[src/rtl/bcd_count_ctrl_pkg.sv]
// Shared constants for the BCD counter run/pause/clear controller.
// State encodings, BCD digit limits and a nibble validity helper.
package bcd_count_ctrl_pkg;

  localparam int unsigned BCD_WIDTH = 8;
  localparam int unsigned NIB_W     = 4;

  localparam logic [1:0] ST_IDLE  = 2'd0;
  localparam logic [1:0] ST_RUN   = 2'd1;
  localparam logic [1:0] ST_PAUSE = 2'd2;
  localparam logic [1:0] ST_DONE  = 2'd3;

  localparam logic [NIB_W-1:0] BCD_DIGIT_MAX = 4'd9;

  // True when both nibbles of a {tens,units} value are legal BCD digits.
  function automatic logic bcd_byte_valid(input logic [BCD_WIDTH-1:0] v);
    return (v[BCD_WIDTH-1:NIB_W] <= BCD_DIGIT_MAX) && (v[NIB_W-1:0] <= BCD_DIGIT_MAX);
  endfunction

endpackage

[src/rtl/bcd_target_cmp.sv]
// Target validity check and count/target equality compare.
// target_err is registered; match_c is combinational so it lines up with
// the cycle in which the digits present their freshly updated count.
module bcd_target_cmp
  import bcd_count_ctrl_pkg::*;
#(
  parameter int unsigned WIDTH = BCD_WIDTH
) (
  input  logic             sys_clk,
  input  logic             sys_reset,
  input  logic [WIDTH-1:0] target,
  input  logic [WIDTH-1:0] count,
  output logic             target_err,
  output logic             match_c
);

  logic r_target_err;

  // Register the target validity flag; target is sampled every cycle.
  always_ff @(posedge sys_clk or posedge sys_reset) begin
    if (sys_reset) begin
      r_target_err <= 1'b0;
    end else begin
      r_target_err <= ~bcd_byte_valid(target);
    end
  end

  // An invalid target disables matching; a non-BCD count cannot equal a valid target.
  assign match_c    = ~r_target_err & (count == target);
  assign target_err = r_target_err;

endmodule

[src/rtl/bcd_count_ctrl.sv]
// Run/pause/clear controller for the two-digit BCD counter chain.
// Gates the tick to the units digit, issues synchronous clears and stops the
// count at a programmable BCD target.
// Build option: BCD_CTRL_AUTORELOAD_EN -- on a target match, pulse done and
// clear_out together and keep running (DONE becomes unreachable).
module bcd_count_ctrl
  import bcd_count_ctrl_pkg::*;
#(
  parameter int unsigned WIDTH = BCD_WIDTH
) (
  input  logic             sys_clk,
  input  logic             sys_reset,
  input  logic             tick_in,
  input  logic             start_stop,
  input  logic             clear,
  input  logic [WIDTH-1:0] target,
  input  logic [WIDTH-1:0] count,
  output logic             tick_out,
  output logic             clear_out,
  output logic             running,
  output logic             done,
  output logic             target_err
);

  logic [1:0] r_state;
  logic [1:0] w_state_nxt;
  logic       r_tick_out;
  logic       r_clear_out;
  logic       r_running;
  logic       r_done;
  logic       r_chk;
  logic       w_tick_nxt;
  logic       w_clear_nxt;
  logic       w_done_nxt;
  logic       w_hit;
  logic       w_match;

  bcd_target_cmp #(
    .WIDTH (WIDTH)
  ) u_target_cmp (
    .sys_clk    (sys_clk),
    .sys_reset  (sys_reset),
    .target     (target),
    .count      (count),
    .target_err (target_err),
    .match_c    (w_match)
  );

  // State register.
  always_ff @(posedge sys_clk or posedge sys_reset) begin
    if (sys_reset) begin
      r_state <= ST_IDLE;
    end else begin
      r_state <= w_state_nxt;
    end
  end

  // Next state and next output values; priority clear > match > start_stop.
  always_comb begin
    w_state_nxt = r_state;
    w_clear_nxt = 1'b0;
    w_done_nxt  = 1'b0;
    w_hit       = (r_state == ST_RUN) & r_chk & w_match;
    w_tick_nxt  = tick_in & (r_state == ST_RUN) & ~clear & ~start_stop;
    if (clear) begin
      w_state_nxt = ST_IDLE;
      w_clear_nxt = 1'b1;
    end else if (w_hit) begin
      w_done_nxt  = 1'b1;
`ifdef BCD_CTRL_AUTORELOAD_EN
      w_clear_nxt = 1'b1;
      w_state_nxt = ST_RUN;
`else
      w_state_nxt = ST_DONE;
`endif
    end else if (start_stop) begin
      case (r_state)
        ST_IDLE, ST_PAUSE: w_state_nxt = ST_RUN;
        ST_RUN:            w_state_nxt = ST_PAUSE;
        default:           w_state_nxt = r_state;
      endcase
    end
  end

  // Registered outputs; r_chk marks the cycle where count reflects the last tick.
  always_ff @(posedge sys_clk or posedge sys_reset) begin
    if (sys_reset) begin
      r_tick_out  <= 1'b0;
      r_clear_out <= 1'b0;
      r_running   <= 1'b0;
      r_done      <= 1'b0;
      r_chk       <= 1'b0;
    end else begin
      r_tick_out  <= w_tick_nxt;
      r_clear_out <= w_clear_nxt;
      r_running   <= (w_state_nxt == ST_RUN);
      r_done      <= w_done_nxt;
      r_chk       <= r_tick_out;
    end
  end

  assign tick_out  = r_tick_out;
  assign clear_out = r_clear_out;
  assign running   = r_running;
  assign done      = r_done;

endmodule
[config.mk]
export PLATFORM = sky130hd
export DESIGN_NAME = bcd_count_ctrl
export DESIGN_NICKNAME = d
export VERILOG_FILES = /design/src/rtl/bcd_count_ctrl_pkg.sv /design/src/rtl/bcd_target_cmp.sv /design/src/rtl/bcd_count_ctrl.sv
export SDC_FILE = /design/constraint.sdc
export NUM_CORES = 1
export LEC_CHECK = 0
export BUFFER_PORTS_ARGS = -buffer_cell sky130_fd_sc_hd__buf_2
export CORE_MARGIN = 2
export CORE_UTILIZATION = 30
export CTS_CLUSTER_DIAMETER = 40
export DETAILED_ROUTE_END_ITERATION = 8
export PLACE_DENSITY = 0.58
export SLEW_MARGIN = 20
export SYNTH_ARGS = -nofsm -noshare
export SYNTH_HDL_FRONTEND = slang
export SYNTH_SLANG_ARGS = --single-unit
[constraint.sdc]
create_clock -name sys_clk -period 1.11 [get_ports sys_clk]
set_input_delay 0.111 -clock sys_clk [delete_from_list [all_inputs] [get_ports sys_clk]]
set_output_delay 0.111 -clock sys_clk [all_outputs]
set_load 0.005 [all_outputs]
# Word level (Yosys, flattened, before mapping)
# Index checks and enable logic that the tools add are counted.
# word_totals
output_inout_bits	5
rom_bits	0
latch_bits	0
n_memories	0
ram_bits	0
in_bits	21
register_bits	8
elab_cells	33
# classes
n_bitwise	10
reduce_logical	3
mux	7
n_lt_le_gt_ge	2
div_mod_pow	0
shift	0
eq_ne	4
n_addsub	0
n_mul	0
# ops
cell	n
8-bit == test	1
4-bit <= comparator (second input constant)	2
1-bit AND	6
2-bit 2-to-1 mux	3
2-bit by 1-bit == test with 1-bit output (second input constant)	2
1-bit inverter	4
2-bit case mux with 2 select lines	1
1-bit 2-to-1 mux	3
2-bit == test (second input constant)	1
2-bit logical NOT	1
2-bit OR reduction	1
1-bit logical AND	1

# Logic depth before layout (Yosys ltp)
# Gate-level depths: netlist of the first run.
# depth
ltp_word	7
ltp_mapped	3
mapped_depth_nobuf	3

# By module
# From an unflattened synthesis of the first run, not the netlist that was laid out.
# hier_totals
hier_cells	37
hier_area_um2	402.9
# modules_own_cells
module	cells_per_inst	seq_area_each_um2	area_per_inst_um2	instances
bcd_count_ctrl	21	175.2	266.5	1
bcd_target_cmp	16	25.0	136.4	1

# Worst setup path before layout of the first run
# No wires, ideal clock.
# synth_timing
kind	register to register
from	register r_state[1]
to	register r_running, in the netlist running
stages_incl_launch_ff	4
setup_time_ns	0.124
slack_ns	0.009
n_path_buf	0
period_less_slack_ns	1.101
arrival_time_ns	0.977
required_ns	0.986
path_cell_list	dfrtp_1 nor3b_2 nand4_1 o31a_1
# synth_between
elab_chain_len	7
word_cells_on_any_way	11
cone_classes	eq/ne (3); mux (4); bitwise (2); reduce/logical (2)
# synth_lines
element	line	text
start: declaration	bcd_count_ctrl.sv:25	logic [1:0] r_state;
start signal: assignment	bcd_count_ctrl.sv:54	r_state <= w_state_nxt;
2-bit == test / 2-bit logical NOT (equally long branches)	bcd_count_ctrl.sv:77	case (r_state)
2-bit OR reduction	bcd_count_ctrl.sv:77	
2-bit case mux with 2 select lines	bcd_count_ctrl.sv:77	
2-bit 2-to-1 mux	bcd_count_ctrl.sv:76	end else if (start_stop) begin
2-bit 2-to-1 mux (*)	bcd_count_ctrl.sv:68	end else if (w_hit) begin
2-bit 2-to-1 mux (*)	bcd_count_ctrl.sv:65	if (clear) begin
2-bit by 1-bit == test with 1-bit output (*)	bcd_count_ctrl.sv:96	r_running <= (w_state_nxt == ST_RUN);
end signal: assignment	bcd_count_ctrl.sv:96	
end: declaration	bcd_count_ctrl.sv:29	logic r_running;
# Every way passes the cells marked *; elsewhere a longest branch is shown, timed or not.

# Worst setup path after layout of the first run
# Ends and elaborated chain as after synthesis.

==> metrics, run 1 <==
post-synth cell types=20; die width=42.15 um; Final Max Slew Viols=0; crit path max fanout=3; CTS Root Cell=clkbuf_4; status=finished with violations; Total GRT Usage=13.18%; Clock transition at path regs=~0.050 ns; type of the most critical hold path=input pin to flop; routed wire length=978 um; relative slew slack=78.65%; Crit Path Category=flop to flop; Final Cycle Share=102.7%; final hold vios=0; clock sink count=8; Worst Tran Pin Value=0.3199 ns; startpoint types=flop; GPL Wtd Cong=0.7307; drc violations=0; dpl cell area=a little over 600 um^2; total CTS buffers=3; Hold Slack=0.09628 ns; top cell type's share of synthesized area=45.85%; Iter 0 DRT Violations=2; power density over the cells=1073 nW/um^2; Setup Skew=0.0008821 ns; Post-Syn Area=436.7 um^2; fraction of layout instances using a drive strength above 1=between 40 and 50%; syn_area_per_cell=10.65 um^2; via count of the routed design=424; DR pass1 iterations=2; Util after Layout=48.22%; post-detail-place hpwl=807.4 um; area grow syn2layout=47.28%; Max Cap Viol=0; Setup violations, final=3; final instance area=643.1 um^2; chip height=42.15 um; Clock Path Buffers=2; Synth area leader=dfrtp_1; Yosys reg bits=8; CTS tree=done; # diodes=0; NumNets Final=97; largest net degree at the start of global routing=9; post-cts resize count=0; first-pass GRT wire length=1731 um; CORE AREA=between 1000 and 1500 um^2; Seq/Total Area, Yosys=45.85%; crit path capture type=flop; Commonest cells post-synth=8 x dfrtp_1, 8 x xnor2_1, 4 x nand4_1; Synthesized Nets=between 60 and 70; leak pwr=0.3165 nW; RSZ-0062 raised after global routing=yes; Port Buf Inserts=25; Fmax=around 880 MHz; Rows=13; largest cells by area after synthesis=dfrtp_1 46%, xnor2_1 16%, nand4_1 5.7%; antenna violations before repair=0; via/cell ratio=4.764; clk_lat worst skew=0.26 ns; ys async rst share=100.0%; initial core utilization=32.74%; die area=1777 um^2; synthesized instance count=41; failing checks=negative setup slack; slack of the critical path=-0.02985 ns; post-CTS setup buffers=0; Worst Path Required=1.25 ns; DRT antenna net count=0; I/O pins=26; Ys Warns=0; peak supply drop=0.4392 mV; Worst Path Arrival=1.28 ns; Post-synth EDFFs=0; global route overflow=0; H-tree Lvls=1; vias in the first global route=around 430; wire per inst=10.99 um; Period minus WS final=1.140 ns; Most used DFF post-synth=dfrtp_1
-- registers in the layout, indices dropped and copies added (netlist names) --
name,flops
r_chk,1
u_target_cmp.target_err,1
done,1
clear_out,1
tick_out,1
running,1
r_state,2
-- what timing repair did --
item                                   CTS  global route
setup endpoints to repair                4             4
pin swaps                                4             2
endpoints found under the hold margin    8             0
hold buffers                             1             0
-- report_power, final --
| part | total [W] | internal [W] | switching (W) |
|---|---|---|---|
| Combinational | 0.000150 | 0.0000833 | 0.0000668 |
| Clock | 0.000228 | 0.000124 | 0.000104 |
| Sequential | 0.000313 | 0.000305 | 0.00000722 |
| Total | 0.000690 | 0.000513 | 0.000178 |
-- worst paths after layout --
path                       startpoint                      end  slack (ns)  depth (start not counted)
hold / removal              target[6]  u_target_cmp.target_err         0.1                          3
setup / recovery           r_state[1]                  running       -0.03                          3
max in group asynchronous   sys_reset  u_target_cmp.target_err        0.53                          3
min in group asynchronous   sys_reset               r_state[0]        0.34                          3
setup reg to reg           r_state[1]                  running       -0.03                          3
hold reg to reg              tick_out                    r_chk        0.37                          0
-- placed cells by master (no fill, tap or decap), drive strengths merged, types with 2 or more instances in the layout --
master  Yosys  routed
clkbuf      0       3
xnor2       8       8
nand4       4       4
buf         0      29
nand2       2       2
nor2b       2       2
o21ai       2       2
dfrtp       8       8
o31ai       2       2
-- layer usage --
metal  global-route usage, %  part of all wire [%]  vias to the layer above
li1                        -                     -                      215
met1                   14.96                    47                      178
met2                   20.94                    39                       27
met3                   3.879                    10                        4
met4                   9.375                   4.3                        0
met5                       0                     0                        -
-- worst max-delay path: stages, from the launching register on --
cell and delay, ns:
dfrtp_1 0.40, nor3b_2 0.19, nand4_1 0.17, o31a_1 0.27
-- layout make-up --
type                            count  area, um^2
Timing Repair Buffer               30       165.2
Inverter                            1       3.754
Tap cell                           15       18.77
Multi-Input combinational cell     32       232.7
Clock buffer                        3       22.52
Fill cell                         150       690.7
Sequential cell                     8       200.2
-- through the flow --
| stage | worst slack (ns) | cells | TNS (ns) | power, W |
|---|---|---|---|---|
| floorplan | 0.008997 | 41 | 0 | 0.0003879 |
| global placement | -0.02742 | 85 | -0.02742 | 0.0004665 |
| detailed placement | -0.07243 | 85 | -0.08379 | 0.0004668 |
| CTS | -0.05891 | 89 | -0.09553 | 0.0006981 |
| global route | -0.1110 | 89 | -0.3090 | 0.0007336 |
| finish | -0.02985 | 89 | -0.04224 | 0.0006903 |
-- cells by family after synthesis --
family	after synthesis	synth area share [%]
DFF	8	45.84
muxes	1	2.292
and+or+nand+nor	16	24.07
AOI/OAI and AO/OA	7	10.89
xor gates and xnor gates	8	16.05
buffers and inverters	1	0.8588
No activity file was read; power rests on OpenSTA's default activity.
==> run 2, diff against run 1 <==
GPL_TIMING_DRIVEN = 0   (was not set)
TNS_END_PERCENT = 30   (was not set)
==> run 2 against run 1 <==
- the flow still finishes with violations (negative setup slack)
- clock skew rose by 0.0038 ns
- wire length is 1.8% lower
- critical path type unchanged
- first-iteration DRC count unchanged
- core utilization grew 0.94 points
- highest routed layer unchanged
- die area stayed put
- count of clock-buffer cells in the layout did not move
- fmax is 2.8% lower
- final area rose by 1.9%
- critical path depth did not move
==> metrics, run 2 (same netlist as run 1, synthesis figures left out) <==
status=finished with violations; failing checks=negative setup slack; largest net degree at the start of global routing=9; Hold Slack=0.05107 ns; global route overflow=0; H-tree Lvls=1; register share of total power=between 40% and 50%; Port Buf Inserts=25; most frequent cells in the layout=25 x buf_2, 8 x xnor2_1, 8 x dfrtp_1; critical path's largest stage delay=0.43 ns; Rows=13; Crit Path Category=flop to flop; max reg flops=2; wire per inst=10.79 um; Gate power share=22.0%; DR pass1 iterations=2; worst slack, placed=-0.1127 ns; commonest non-fill, non-tap cell in the layout=buf_2; vias in the first global route=426; Max Cap Viol=0; crit path max fanout=4; I/O pins=26; Most flops, register=r_state; CTS Root Cell=clkbuf_4; CORE AREA=1334 um^2; Iter 0 DRT Violations=2; RSZ-0062 raised after global routing=yes; Final Max Slew Viols=0; Worst Path Required=1.30 ns; routed wire length=960 um; clk_lat worst skew=~0.26 ns; Cell Chain, Critical Path=or3b_1, a21oi_1, o31a_1; power density over the cells=1055 nW/um^2; slack of the critical path=-0.06218 ns; Total GRT Usage=between 10% and 20%; Setup violations, final=2; initial core utilization=roughly a third; Setup Skew=about 0.0047 ns; final hold vios=0; Psw=between 0.00015 and 0.0002 W; fraction of layout instances using a drive strength above 1=47.30%; crit path capture type=flop; Sw Share=25.44%; Clock transition at path regs=0.05 ns; hold depth=1; relative slew slack=79.00%; CTS tree=done; total CTS buffers=3; Fmax=853.1 MHz; via/cell ratio=4.764; R2R depth=3; Final Cycle Share=105.6%; die width=42.15 um; Post-Layout Cell Count=between 80 and 90; Clock Path Buffers=2; placed insts=81; type of the most critical hold path=input pin to flop; leak pwr=0.3179 nW; slowest CP cell=dfrtp_1; first-pass GRT wire length=1662 um; die area=1777 um^2; Worst Path Arrival=1.37 ns; NumNets Final=97; DRT antenna net count=0; via count of the routed design=424; Int Pwr=0.0005158 W; Setup TNS=-0.08841 ns; Util after Layout=49.16%; GPL Wtd Cong=0.6313; # diodes=0; Period minus WS final=1.172 ns; Clk pwr share=32.4%; peak supply drop=about 0.43 mV; drc violations=0; Worst Tran Pin Value=0.3146 ns; area grow syn2layout=50.14%; startpoint types=flop; antenna violations before repair=0; chip height=42.15 um; clock sink count=8
==> run 2: cell counts in the layout (fill, tap and decap cells not counted) <==
No cell type changed its count.
==> run 2: power groups by stage <==
stage                     Combinational [W]  Clock [W]  Sequential (W)
final                              0.000152   0.000224        0.000316
after global routing               0.000172   0.000247        0.000317
after CTS                          0.000142   0.000232        0.000315
after detailed placement           0.000134          0        0.000320
after global placement             0.000133          0        0.000319
after floorplan                   0.0000686          0        0.000319
==> run 2: through the flow <==
| stage | cell area [um^2] | power, W |
|---|---|---|
| floorplan | 436.7 | 0.0003879 |
| global placement | 580.6 | 0.0004516 |
| detailed placement | 580.6 | 0.0004538 |
| CTS | 628.1 | 0.0006889 |
| global route | 655.6 | 0.0007362 |
| finish | 655.6 | 0.0006918 |
==> run 2: cell type report <==
class,count,area [um^2]
inverters,1,3.754
clock buffers,3,22.52
well taps,15,18.77
repair buffers,30,165.2
multi-input cells,32,245.2
flip-flops and latches,8,200.2
fillers,136,678.2
==> run 2: critical path: cells and delay by family, from the launching register on <==
kind            cells  cell delay (ns)
simple gates        1             0.36
compound gates      2             0.32
flops               1             0.43
==> run 2: final timing paths <==
path	start	endpoint	slack, ns
min in group asynchronous	sys_reset	clear_out	0.34
setup reg to reg	r_state[1]	running	-0.06
hold / removal	clear	clear_out	0.05
hold reg to reg	tick_out	r_chk	0.38
setup / recovery	r_state[1]	running	-0.06
max in group asynchronous	sys_reset	r_chk	0.53
==> run 2: repair_timing <==
item | in CTS | in global routing
setup endpoints to repair | 3 | 4
buffers inserted | 2 | 2
hold buffers | 1 | 0
pin swaps | 4 | 2
endpoints found under the hold margin | 8 | 0
gates resized for setup | 0 | 2
==> run 2: per-layer routing <==
| metal | global-route usage [%] | part of all wire [%] |
|---|---|---|
| met4 | 7.500 | 2.8 |
| met1 | 14.21 | 44 |
| met2 | 19.69 | 42 |
| met5 | 0 | 0 |
| met3 | 4.741 | 12 |
